File: src/rtl/mem_port_arbiter.sv
// mem_port_arbiter: shares one single-port, variable-latency memory between
// the instruction-fetch port and the data port of the pipelined core.
// Data has fixed priority over fetch. A granted request is latched and held
// on the memory side until mem_ack. The owner's ready then pulses for one
// cycle with the registered read data.
//
// Optional build macro ARB_PERF_CNT_EN adds the perf_stall_cnt and
// perf_conflict_cnt counter outputs.
//
// Handshake: a requester raises if_req (or d_rd/d_wr) and holds it, with
// stable address/data, until it sees its ready pulse. The ready cycle is an
// IDLE cycle, so a request still high in that cycle is taken as a new one.
// On the memory side, mem_en and its address/data/we stay stable from grant
// until a one-cycle mem_ack. mem_rdata is valid only with mem_ack.
module mem_port_arbiter #(
  parameter int ADDR_W = 32,
  parameter int DATA_W = 32
) (
  input  logic              clk,
  input  logic              rst,
  input  logic              if_req,
  input  logic [ADDR_W-1:0] if_addr,
  output logic [DATA_W-1:0] if_rdata,
  output logic              if_ready,
  input  logic              d_rd,
  input  logic              d_wr,
  input  logic [ADDR_W-1:0] d_addr,
  input  logic [DATA_W-1:0] d_wdata,
  output logic [DATA_W-1:0] d_rdata,
  output logic              d_ready,
  output logic              mem_en,
  output logic              mem_we,
  output logic [ADDR_W-1:0] mem_addr,
  output logic [DATA_W-1:0] mem_wdata,
  input  logic [DATA_W-1:0] mem_rdata,
  input  logic              mem_ack,
  output logic [1:0]        fsm_state,
  output logic              stall
`ifdef ARB_PERF_CNT_EN
  ,
  output logic [31:0]       perf_stall_cnt,
  output logic [31:0]       perf_conflict_cnt
`endif
);

  typedef enum logic [1:0] {
    IDLE  = 2'd0,
    D_ACC = 2'd1,
    I_ACC = 2'd2
  } state_t;

  state_t              state, state_n;
  logic                mem_en_n, mem_we_n;
  logic [ADDR_W-1:0]   mem_addr_n;
  logic [DATA_W-1:0]   mem_wdata_n;
  logic                if_ready_n, d_ready_n;
  logic [DATA_W-1:0]   if_rdata_n, d_rdata_n;
  logic                d_req;

  // A simultaneous read and write is illegal; d_wr wins, so it becomes a write.
  assign d_req     = d_rd | d_wr;
  assign fsm_state = state;

  // Freeze the pipeline while a request is pending and not completing now.
  assign stall = (if_req & ~if_ready) | (d_req & ~d_ready);

  // Next-state and next-output logic; everything defaults to hold, ready to 0.
  always_comb begin
    state_n     = state;
    mem_en_n    = mem_en;
    mem_we_n    = mem_we;
    mem_addr_n  = mem_addr;
    mem_wdata_n = mem_wdata;
    if_ready_n  = 1'b0;
    d_ready_n   = 1'b0;
    if_rdata_n  = if_rdata;
    d_rdata_n   = d_rdata;
    case (state)
      IDLE: begin
        // Any mem_ack seen here belongs to no access and is dropped.
        if (d_req) begin
          mem_addr_n  = d_addr;
          mem_wdata_n = d_wdata;
          mem_we_n    = d_wr;
          mem_en_n    = 1'b1;
          state_n     = D_ACC;
        end else if (if_req) begin
          mem_addr_n  = if_addr;
          mem_we_n    = 1'b0;
          mem_en_n    = 1'b1;
          state_n     = I_ACC;
        end
      end
      D_ACC: begin
        if (mem_ack) begin
          mem_en_n  = 1'b0;
          mem_we_n  = 1'b0;
          d_ready_n = 1'b1;
          state_n   = IDLE;
          if (!mem_we) d_rdata_n = mem_rdata;
        end
      end
      I_ACC: begin
        if (mem_ack) begin
          mem_en_n   = 1'b0;
          mem_we_n   = 1'b0;
          if_ready_n = 1'b1;
          if_rdata_n = mem_rdata;
          state_n    = IDLE;
        end
      end
      default: begin
        mem_en_n = 1'b0;
        mem_we_n = 1'b0;
        state_n  = IDLE;
      end
    endcase
  end

  // State and registered outputs; reset abandons any outstanding access.
  always_ff @(posedge clk) begin
    if (rst) begin
      state     <= IDLE;
      mem_en    <= 1'b0;
      mem_we    <= 1'b0;
      mem_addr  <= '0;
      mem_wdata <= '0;
      if_ready  <= 1'b0;
      d_ready   <= 1'b0;
      if_rdata  <= '0;
      d_rdata   <= '0;
    end else begin
      state     <= state_n;
      mem_en    <= mem_en_n;
      mem_we    <= mem_we_n;
      mem_addr  <= mem_addr_n;
      mem_wdata <= mem_wdata_n;
      if_ready  <= if_ready_n;
      d_ready   <= d_ready_n;
      if_rdata  <= if_rdata_n;
      d_rdata   <= d_rdata_n;
    end
  end

`ifdef ARB_PERF_CNT_EN
  // Free-running, wrapping counters of stall cycles and IDLE-cycle contention.
  always_ff @(posedge clk) begin
    if (rst) begin
      perf_stall_cnt    <= '0;
      perf_conflict_cnt <= '0;
    end else begin
      if (stall) perf_stall_cnt <= perf_stall_cnt + 32'd1;
      if (if_req && d_req && (state == IDLE))
        perf_conflict_cnt <= perf_conflict_cnt + 32'd1;
    end
  end
`else
  // Counters are not built in this configuration.
`endif

endmodule

File: config.mk
export PLATFORM = sky130hd
export DESIGN_NAME = mem_port_arbiter
export DESIGN_NICKNAME = d
export VERILOG_FILES = /design/src/rtl/mem_port_arbiter.sv
export SDC_FILE = /design/constraint.sdc
export NUM_CORES = 1
export LEC_CHECK = 0
export BUFFER_PORTS_ARGS = -buffer_cell sky130_fd_sc_hd__buf_2
export CAP_MARGIN = 20
export CORE_MARGIN = 2
export CORE_UTILIZATION = 40
export CTS_CLUSTER_DIAMETER = 100
export CTS_CLUSTER_SIZE = 10
export DETAILED_ROUTE_END_ITERATION = 10
export PLACE_DENSITY = 0.75
export SYNTH_ARGS = -nofsm -noshare
export SYNTH_HDL_FRONTEND = slang
export SYNTH_SLANG_ARGS = --single-unit
File: constraint.sdc
create_clock -name clk -period 1.6 [get_ports clk]
set_clock_uncertainty 0.1 [all_clocks]
set_input_delay 0.4 -clock clk [delete_from_list [all_inputs] [get_ports clk]]
set_output_delay 0.4 -clock clk [all_outputs]
set_load 0.1 [all_outputs]
==> results of run 1 <==
==> metrics by stage <==
step                hold WS (ns)  util [%]  total power [mW]
detailed placement         0.343      55.3              7.28
finish                     0.123      62.1              10.9
floorplan                  0.414         -              6.52
global route               0.111      62.1              11.3
CTS                        0.107      62.0              11.0
global placement           0.339      55.3              7.25
==> power breakdown <==
| group | total [mW] | internal (mW) | switching, mW |
|---|---|---|---|
| combinational | 3.59 | 0.886 | 2.70 |
| sequential | 3.78 | 3.62 | 0.166 |
| clock | 3.51 | 2.20 | 1.31 |
| total | 10.9 | 6.70 | 4.18 |
==> cells by family (layout without fill, tap and decap cells) <==
group	after synthesis	count (layout)	synth area share [%]
simple gates	274	274	21.0
flops	134	134	53.1
buf+inv	56	319	5.62
compound gates	171	171	19.6
fa+ha+maj	3	3	0.742
==> sequential cells by signal, indices dropped and copies added, names as in the netlist <==
signal / flops
fsm_state: 2
if_ready: 1
if_rdata: 32
d_ready: 1
mem_wdata: 32
mem_we: 1
mem_addr: 32
mem_en: 1
d_rdata: 32
==> repair_timing <==
item                                    in CTS  in global routing
gates resized for setup                    120                  3
setup buffers                                1                  0
endpoints found under the setup margin     120                 10
pin swaps                                    1                  0
==> cells in the mapped netlist (all sizes together), types with 2 or more instances <==
| master | n |
|---|---|
| nand2 | 227 |
| dfxtp | 134 |
| a21oi | 101 |
| nor2 | 36 |
| o21ai | 35 |
| a311oi | 32 |
| buf | 27 |
| clkbuf | 26 |
| ha | 3 |
| inv | 3 |
| nor3 | 2 |
==> final cells by class <==
type                            count  area, µm²
Fill cell                        1127       4730
Sequential cell                   134       2700
Timing Repair Buffer              288       2160
Multi-Input combinational cell    448       2130
Clock buffer                       25        517
Tap cell                          172        215
Clock inverter                      3       16.3
Inverter                            3       13.8
==> per-layer routing <==
metal | vias up | global-route usage (%) | wire length, µm | part of all wire, %
li1 | 2639 | - | - | -
met1 | 2350 | 23.9 | 5890 | 40
met2 | 221 | 35.8 | 7270 | 49
met3 | 25 | 8.51 | 1410 | 9.5
met4 | 0 | 8.17 | 272 | 1.8
met5 | - | 0 | 0 | 0
==> worst max-delay path, stage by stage (launching register included) <==
cell and delay (ns):
dfxtp_4 0.35, o22ai_4 0.16, buf_12 0.20
==> worst min path at each step <==
| stage | from | to | slack [ns] | cells past startpoint |
|---|---|---|---|---|
| 5_1_grt | d_wdata[16] | mem_wdata[16] | 0.11 | 3 |
| 3_3_place_gp | mem_wdata[20] | mem_wdata[20] | 0.34 | 2 |
| 3_5_place_dp | if_rdata[18] | if_rdata[18] | 0.34 | 2 |
| 4_1_cts | d_wdata[16] | mem_wdata[16] | 0.11 | 3 |
| 6_report | d_wdata[20] | mem_wdata[20] | 0.12 | 3 |
| 2_1_floorplan | mem_ack | d_ready | 0.41 | 2 |
==> impl_metrics.tcl, run 1 <==
set metrics [dict create \
    first_global_vias 4671 \
    antenna_found_initial 0 \
    clock_latency_ns 0.41 \
    regToRegEndpoint "mem_addr[22]" \
    grt_setup_unrepaired "yes" \
    syn_inst 638 \
    ys_types 29 \
    grt_pass1_wl_um 22300 \
    gp_congestion 0.812 \
    avgRoutedWirePerCell_um 13.8 \
    ant_nets 0 \
    synth_edf_count 0 \
    setup_viol 1 \
    h-tree-depth 4 \
    dpl.hpwl_um 10300 \
    diodes 0 \
    r2r_start "fsm_state[0]" \
    worstHoldPathType "input pin to flip-flop" \
    final_common_cell "nand2_1" \
    die_y_um 116 \
    worstPathRequired_ns 1.10 \
    hold_viol 0 \
    cts_hold_buffers 0 \
    ys.flop_type "dfxtp_1" \
    worst_pin_slew_ns 0.328 \
    place.port_buffers 268 \
    layout_setup_ws_ns -0.0135 \
    cts_tree "done" \
    gr-total-overflow 0 \
    critical_path.max_fanout 2 \
    final_nets 1029 \
    via_count 5235 \
    violations "negative setup slack" \
    leakage_nw 3.37 \
    synth.area.top_cells "dfxtp_1 (53%), nand2_1 (17%), a21oi_1 (10%)" \
    path_clk_slew_ns 0.05 \
    fp.dieW_um 116 \
    coreArea_mm2 0.0125 \
    endpoint "stall" \
    remaining_drc_errors 0 \
    instances_no_fill 1073 \
    reg2reg_depth 6 \
    critPathArrivalTime_ns 1.11 \
    die_area_mm2 0.0136 \
    design_area_mm2 0.00774 \
    clockBufferDepth 2 \
    rows 41 \
    vdd_drop_max_uv 863 \
    power.density_mw_per_mm2 1410 \
    period_minus_slack_ns 1.61 \
    reg2reg_slack_ns 0.07 \
    drv_cap 0 \
    netlist_area_mm2 0.00506 \
    final_cell_mix "nand2_1 (227), buf_2 (132), dfxtp_1 (129)" \
    startpoint "if_ready" \
    clock_sinks 134 \
    place_inst 1044 \
    endpoint_kind "output port" \
    place_ws_ns 0.0466 \
    initial_core_util_pct 40.6 \
    drive_above_1_share_pct 36.2 \
    grt_start_max_net_pins 75 \
    slew_violations 0 \
    placed_cell_area_mm2 0.00689 \
    fin_setup_tns_ns -0.0135 \
    start_kind "flip-flop" \
    drtPass1Iterations 7 \
    routed_wl_um 14800 \
    timing_worst_setup_path_type "flip-flop to output port" \
    status "complete, but fails checks" \
    cts-root-buf "clkbuf_16" \
    slew_headroom_pct 78.2 \
    synth_area_per_cell_um2 7.92 \
    area_growth_pct 53.1 \
    grtUsageTotal_pct 21.1 \
    post-synth-top-area-cell "dfxtp_1" \
    cts_buffers 17 \
    synth_nets 775 \
    via_per_inst 4.88 \
    io_pins 269 \
    synth-warning-count 0 \
    synth_seq_cells 134 \
    synth_top_cell_area_share_pct 53.1 \
    fmax_mhz 620 \
    drtIter0Drc 364 \
    fin_crit_sh_pct 101 \
    seq_area_frac_synth_pct 53.1 \
    async_reset_ff_share_pct 0 \
]
No activity file was read; power rests on OpenSTA's default activity.
==> inputs of run 2 (changes only) <==
--- a/config.mk
+++ b/config.mk
@@ -10,3 +10,4 @@
 export CORE_MARGIN = 2
-export CORE_UTILIZATION = 40
+export CORE_UTILIZATION = 42
+export CTS_BUF_LIST = sky130_fd_sc_hd__clkbuf_4
 export CTS_CLUSTER_DIAMETER = 100
@@ -14,3 +15,3 @@
 export DETAILED_ROUTE_END_ITERATION = 10
-export PLACE_DENSITY = 0.75
+export PLACE_DENSITY = 0.79
 export SYNTH_ARGS = -nofsm -noshare
==> constraint.sdc (replaced) <==
create_clock -name clk -period 1.6 [get_ports clk]
set_clock_uncertainty 0.1 [all_clocks]
set_input_delay 0 -clock clk [delete_from_list [all_inputs] [get_ports clk]]
set_output_delay 0 -clock clk [all_outputs]
set_load 0.1 [all_outputs]
==> run 2 against run 1 <==
  * The run ends with negative hold slack, negative setup slack left
  * Largest power group is now combinational cells
  * Worst hold slack worse by 0.15 ns
  * Clock power fell by 23%
  * Critical path type is now flip-flop to flip-flop
  * Combinational power grew 12%
  * Global-route usage up 11 points
==> impl_metrics.tcl, run 2 (synthesis gave the netlist of run 1 again) <==
set metrics [dict create \
    swShare_pct 42.6 \
    gp_congestion 0.833 \
    remaining_drc_errors 0 \
    endpoint "mem_addr[7]" \
    fin_crit_sh_pct 120 \
    die_area_mm2 0.0129 \
    period_minus_slack_ns 1.92 \
    power.density_mw_per_mm2 1190 \
    routed_wl_um 22900 \
    clock_latency_ns 0.54 \
    combinationalPowerShare_pct 38.2 \
    io_pins 269 \
    h-tree-depth 4 \
    fp.dieW_um 114 \
    first_global_vias 6500 \
    slew_violations 0 \
    fin_worst_hold_slack_ns -0.0228 \
    rows 40 \
    r2r_start "fsm_state[1]" \
    coreArea_mm2 0.0119 \
    grtUsageTotal_pct 31.9 \
    regToRegEndpoint "mem_addr[7]" \
    finalPower_mw 10.5 \
    design_area_mm2 0.00886 \
    cts-root-buf "clkbuf_4" \
    gr-total-overflow 0 \
    grt_setup_unrepaired "yes" \
    reg2reg_depth 7 \
    placed_cell_area_mm2 0.00658 \
    startpoint "fsm_state[1]" \
    die_y_um 114 \
    clockBufferDepth 2 \
    fmax_mhz 522 \
    final_core_util_pct 74.7 \
    critical_path.max_fanout 10 \
    path_clk_slew_ns 0.13 \
    endpoint_kind "flip-flop" \
    clock_sinks 134 \
    timing_worst_setup_path_type "flip-flop to flip-flop" \
    final_cell_mix "buf_2 (264), nand2_1 (227), dlygate4sd3_1 (170)" \
    ant_nets 0 \
    slew_headroom_pct 62.5 \
    start_kind "flip-flop" \
    drtIter0Drc 694 \
    drtPass1Iterations 6 \
    leakage_nw 3.94 \
    setup_viol 14 \
    reg2reg_slack_ns -0.32 \
    instances_no_fill 1228 \
    fillers 770 \
    critPathArrivalTime_ns 2.20 \
    final_nets 1201 \
    status "complete, but fails checks" \
    dpl.hpwl_um 10100 \
    initial_core_util_pct 42.6 \
    vdd_drop_max_uv 789 \
    layout_setup_ws_ns -0.317 \
    violations "negative hold slack, negative setup slack" \
    hold_viol 2 \
    fin_setup_tns_ns -0.768 \
    area_growth_pct 75.2 \
    worstHoldPathType "input pin to flip-flop" \
    worst_pin_slew_ns 0.558 \
    place.port_buffers 268 \
    drive_above_1_share_pct 31.8 \
    final_common_cell "buf_2" \
    avgRoutedWirePerCell_um 18.7 \
    cts_tree "done" \
    place_inst 1015 \
    pwr-share-clk_pct 25.7 \
    antenna_found_initial 4 \
    grt_start_max_net_pins 57 \
    drv_cap 0 \
    p_switching_mw 4.48 \
    via_count 6809 \
    via_per_inst 5.54 \
    worstPathRequired_ns 1.89 \
    grt_pass1_wl_um 32300 \
    cts_buffers 17 \
    p_int_mw 6.04 \
    p_seq_share_pct 36.1 \
]
-- run 2: cell count changes in the layout (fill, tap and decap cells not counted), moves of 13 or more --
cell           delta
buf_4           -121
dlygate4sd3_1   +170
buf_12           -13
clkbuf_4         +20
buf_2           +132
clkbuf_16        -15
-- run 2: layout make-up --
cell class,count,area (µm²),area share (%)
diodes,4,10.0,0.113
flip-flops and latches,134,2690,30.4
multi-input cells,448,2190,24.7
repair buffers,460,3430,38.7
inverters,3,16.3,0.184
clock inverters,14,205,2.32
clock buffers,18,135,1.53
well taps,147,184,2.08
-- run 2: metrics by stage --
stage	hold slack, ns	setup WS, ns
after global placement	0.140	0.140
after floorplan	0.0210	-0.0458
after detailed placement	0.147	0.0589
after global routing	-0.0430	-0.347
after CTS	0.00556	0.0214
final	-0.0228	-0.317
-- run 2: worst max-delay path, stage by stage (launching register included) --
cell and delay [ns]:
dfxtp_4 0.38, inv_4 0.06, ha_4 0.16, o31a_4 0.24, buf_12 0.13, clkbuf_16 0.15
nor2_1 0.07, a311oi_1 0.47
-- run 2: worst min-delay path by stage --
| stage | slack, ns | from | endpoint | cells after the start |
|---|---|---|---|---|
| finish | -0.02 | d_rd | mem_addr[22] | 5 |
| global route | -0.04 | d_rd | mem_addr[22] | 5 |
| CTS | 0.006 | d_wr | mem_addr[30] | 4 |
| detailed placement | 0.15 | d_wdata[27] | mem_wdata[27] | 3 |
| global placement | 0.14 | d_wdata[11] | mem_wdata[11] | 3 |
| floorplan | 0.02 | mem_ack | d_ready | 2 |
-- run 2: routing by layer --
| metal | global-route usage, % | part of all wire [%] | wire length [µm] | up-vias |
|---|---|---|---|---|
| met2 | 53.3 | 47 | 10800 | 536 |
| met5 | 0 | 0 | 0 | - |
| met4 | 22.5 | 8.0 | 1840 | 0 |
| met1 | 34.4 | 35 | 7930 | 3091 |
| li1 | - | - | - | 2995 |
| met3 | 9.83 | 10 | 2400 | 187 |
-- run 2: what timing repair did --
action | 4_1_cts | 5_1_grt
setup buffers | 0 | 3
pin swaps | 0 | 13
endpoints found under the setup margin | 1 | 34
hold buffers | 172 | 0
cloned | 0 | 3
hold endpoints to repair | 134 | 0
resized for setup | 1 | 23
-- run 2: power by group through the flow --
stage	Sequential (mW)	Combinational, mW	Clock [mW]
5_1_grt	3.82	4.13	2.88
3_3_place_gp	3.81	3.31	0
2_1_floorplan	5.76	0.749	0
4_1_cts	3.74	3.66	2.70
6_report	3.80	4.02	2.70
3_5_place_dp	3.82	3.34	0
==> inputs of run 3 (changes only) <==
HOLD_SLACK_MARGIN = 0.12   (was default)
==> run 3 against run 2 <==
  * The flow now stops in clock tree synthesis (4_1_cts)
  * Area after synthesis did not move
  * Synthesized cell count did not move
==> impl_metrics.tcl, run 3 <==
set metrics [dict create \
    synth_top_cell_area_share_pct 53.1 \
    status "stopped before the end" \
    ys.flop_type "dfxtp_1" \
    synth_edf_count 0 \
    cts_buffers 17 \
    synth-warning-count 0 \
    synth_seq_cells 134 \
    synth_nets 775 \
    netlist_area_mm2 0.00506 \
    post-synth-top-area-cell "dfxtp_1" \
    clockBufferDepth 2 \
    fp.dieW_um 114 \
    place.port_buffers 268 \
    cts_hold_buffers 210 \
    cts-root-buf "clkbuf_4" \
    gp_congestion 0.833 \
    ys_types 29 \
    initial_core_util_pct 42.6 \
    synth.most_common_cell "nand2_1" \
    placed_cell_area_mm2 0.00658 \
    die_y_um 114 \
    netlist_top_cells_count "nand2_1 (227), dfxtp_1 (134), a21oi_1 (101)" \
    clock_sinks 134 \
    synth.area.top_cells "dfxtp_1 (53%), nand2_1 (17%), a21oi_1 (10%)" \
    error "[ERROR RSZ-0060] Max buffer count reached." \
    haltStage "clock tree synthesis (4_1_cts)" \
    syn_inst 638 \
    rows 40 \
    io_pins 269 \
    h-tree-depth 4 \
    place_inst 1015 \
    dpl.hpwl_um 10100 \
    post-cts-setup-buffers 0 \
    synth_area_per_cell_um2 7.92 \
    async_reset_ff_share_pct 0 \
    cts_resized 1 \
    seq_area_frac_synth_pct 53.1 \
]
## run 3: cell counts after synthesis
Identical to the previous run, type by type.
## run 3: stage by stage
stage / worst slack (ns) / hold WS (ns)
detailed placement: 0.0589 / 0.147
global placement: 0.140 / 0.140
floorplan: -0.0458 / 0.0210
## run 3: cells by family after synthesis
logic type	share of synthesized area, %
adder cells (fa/ha/maj)	0.742
flip-flops	53.1
AND/OR/NAND/NOR	21.0
buffers and inverters	5.62
AO/OA/AOI/OAI	19.6
==> inputs of run 4 (changes only) <==
CORE_UTILIZATION = 40   (was 42)
CTS_BUF_LIST = default   (was sky130_fd_sc_hd__clkbuf_4)
CTS_CLUSTER_DIAMETER = default   (was 100)
CTS_CLUSTER_SIZE = default   (was 10)
HOLD_SLACK_MARGIN = default   (was 0.12)
PLACE_DENSITY = default   (was 0.79)
PLACE_DENSITY_LB_ADDON = 0.15   (was default)
clock period = 2.1 ns   (was 1.6 ns; I/O delays follow)
==> run 4 against run 3 <==
  * The flow now finishes without violations
==> impl_metrics.tcl, run 4 (synthesis gave the netlist of run 1 again) <==
set metrics [dict create \
    status "finished clean" \
    final_common_cell "buf_2" \
    slew_violations 0 \
    grt_setup_unrepaired "no" \
    fin_worst_hold_slack_ns 0.267 \
    worst_pin_slew_ns 0.665 \
    via_per_inst 4.90 \
    drtIter0Drc 383 \
    cpPeakStageDelay_ns 0.58 \
    path_clk_slew_ns 0.06 \
    drv_cap 0 \
    gr-total-overflow 0 \
    reg2reg_depth 6 \
    path_cells "inv_1, ha_1, nor2b_2, o21ai_0, a21oi_1, dlygate4sd3_1" \
    power.density_mw_per_mm2 1010 \
    timing_worst_setup_path_type "flip-flop to flip-flop" \
    initial_core_util_pct 40.6 \
    start_kind "flip-flop" \
    clockBufferDepth 2 \
    layout_setup_ws_ns 0.179 \
    crit_slowest_cell "dlygate4sd3_1" \
    dpl.hpwl_um 10300 \
    hold_start "d_wdata[2]" \
    final_cell_mix "buf_2 (267), nand2_1 (227), dlygate4sd3_1 (135)" \
    route.met2.wl_um 8600 \
    final_core_util_pct 67.7 \
    hold_viol 0 \
    first_global_vias 5633 \
    cts-root-buf "clkbuf_16" \
    grtUsageTotal_pct 25.1 \
    final_nets 1158 \
    fin_setup_tns_ns 0 \
    leakage_nw 3.83 \
    post-cts-setup-buffers 0 \
    critical_path.max_fanout 4 \
    r2r_start "fsm_state[0]" \
    vdd_drop_max_uv 800 \
    drt-met1-wl_um 6680 \
    worstPathRequired_ns 2.30 \
    place.port_buffers 268 \
    whs_endpoint "mem_wdata[2]" \
    worstHoldPathType "input pin to flip-flop" \
    fmax_mhz 521 \
    regToRegEndpoint "mem_we" \
    gp_congestion 0.775 \
    topRoutingLayerUsed "met4" \
    wl_met3_um 1460 \
    die_area_mm2 0.0136 \
    whs_path_depth 4 \
    fp.dieW_um 116 \
    critPathArrivalTime_ns 2.12 \
    reg2reg_slack_ns 0.18 \
    grt_start_max_net_pins 65 \
    setup_viol 0 \
    fin_crit_sh_pct 91.5 \
    ant_nets 0 \
    finalPower_mw 8.50 \
    area_growth_pct 66.9 \
    antenna_found_initial 0 \
    rows 41 \
    place_ws_ns 0.391 \
    remaining_drc_errors 0 \
    fillers 1001 \
    cts_buffers 17 \
    die_y_um 116 \
    grt_pass1_wl_um 26700 \
    drive_above_1_share_pct 30.9 \
    routed_wl_um 17200 \
    slew_headroom_pct 55.6 \
    crit_family "buffers and inverters" \
    period_minus_slack_ns 1.92 \
    path_buf_inv 2 \
    diodes 0 \
    drtPass1Iterations 5 \
    endpoint_kind "flip-flop" \
    clock_sinks 134 \
    coreArea_mm2 0.0125 \
    cts_tree "done" \
    clock_latency_ns 0.41 \
    io_pins 269 \
    via_count 5906 \
    avgRoutedWirePerCell_um 14.3 \
    h-tree-depth 4 \
]
## run 4: metrics by stage
| stage | cell area (µm²) | std cells |
|---|---|---|
| final | 8440 | 1206 |
| after global routing | 8440 | 1206 |
| after CTS | 8430 | 1206 |
| after detailed placement | 6490 | 1039 |
| after global placement | 6490 | 1039 |
| after floorplan | 5060 | 638 |
## run 4: repair_timing
| action | in CTS | in global routing |
|---|---|---|
| gates resized for setup | 0 | 1 |
| hold buffers | 135 | 0 |
| hold endpoints to repair | 134 | 0 |
| endpoints found under the setup margin | 0 | 1 |
## run 4: area by class of cell
| type | instances | area (µm²) | share of cell area [%] |
|---|---|---|---|
| repair buffers | 417 | 2830 | 33.5 |
| flip-flops and latches | 134 | 2690 | 31.8 |
| multi-input cells | 448 | 2100 | 24.9 |
| clock buffers | 24 | 502 | 5.95 |
| well taps | 172 | 215 | 2.55 |
| clock inverters | 8 | 95.1 | 1.13 |
| inverters | 3 | 11.3 | 0.133 |
## run 4: worst max path at each step
stage               slack, ns      endpoint    startpoint  depth (start not counted)
floorplan                0.21   d_rdata[19]        mem_we                          4
global placement         0.49  mem_addr[22]  fsm_state[0]                          6
detailed placement       0.39  mem_addr[15]  fsm_state[0]                          6
CTS                      0.14        mem_we  fsm_state[0]                          6
global route             0.09        mem_we  fsm_state[0]                          6
finish                   0.18        mem_we  fsm_state[0]                          6
## run 4: power breakdown
part / total [mW] / switching, mW / internal, mW
clock: 2.94 / 1.04 / 1.90
sequential: 2.87 / 0.111 / 2.75
combinational: 2.70 / 2.10 / 0.604
## run 4: routing by layer
metal  vias up  GRT usage (%)
li1       2898              -
met1      2696           28.1
met2       267           43.1
met3        45           8.20
met4         0           12.0
met5         -              0
## run 4: worst min-delay path: cells and delay by family
family,cells,cell delay [ns]
AOI/OAI and AO/OA,1,0.05
and+or+nand+nor,1,0.05
buffers and inverters,2,0.63
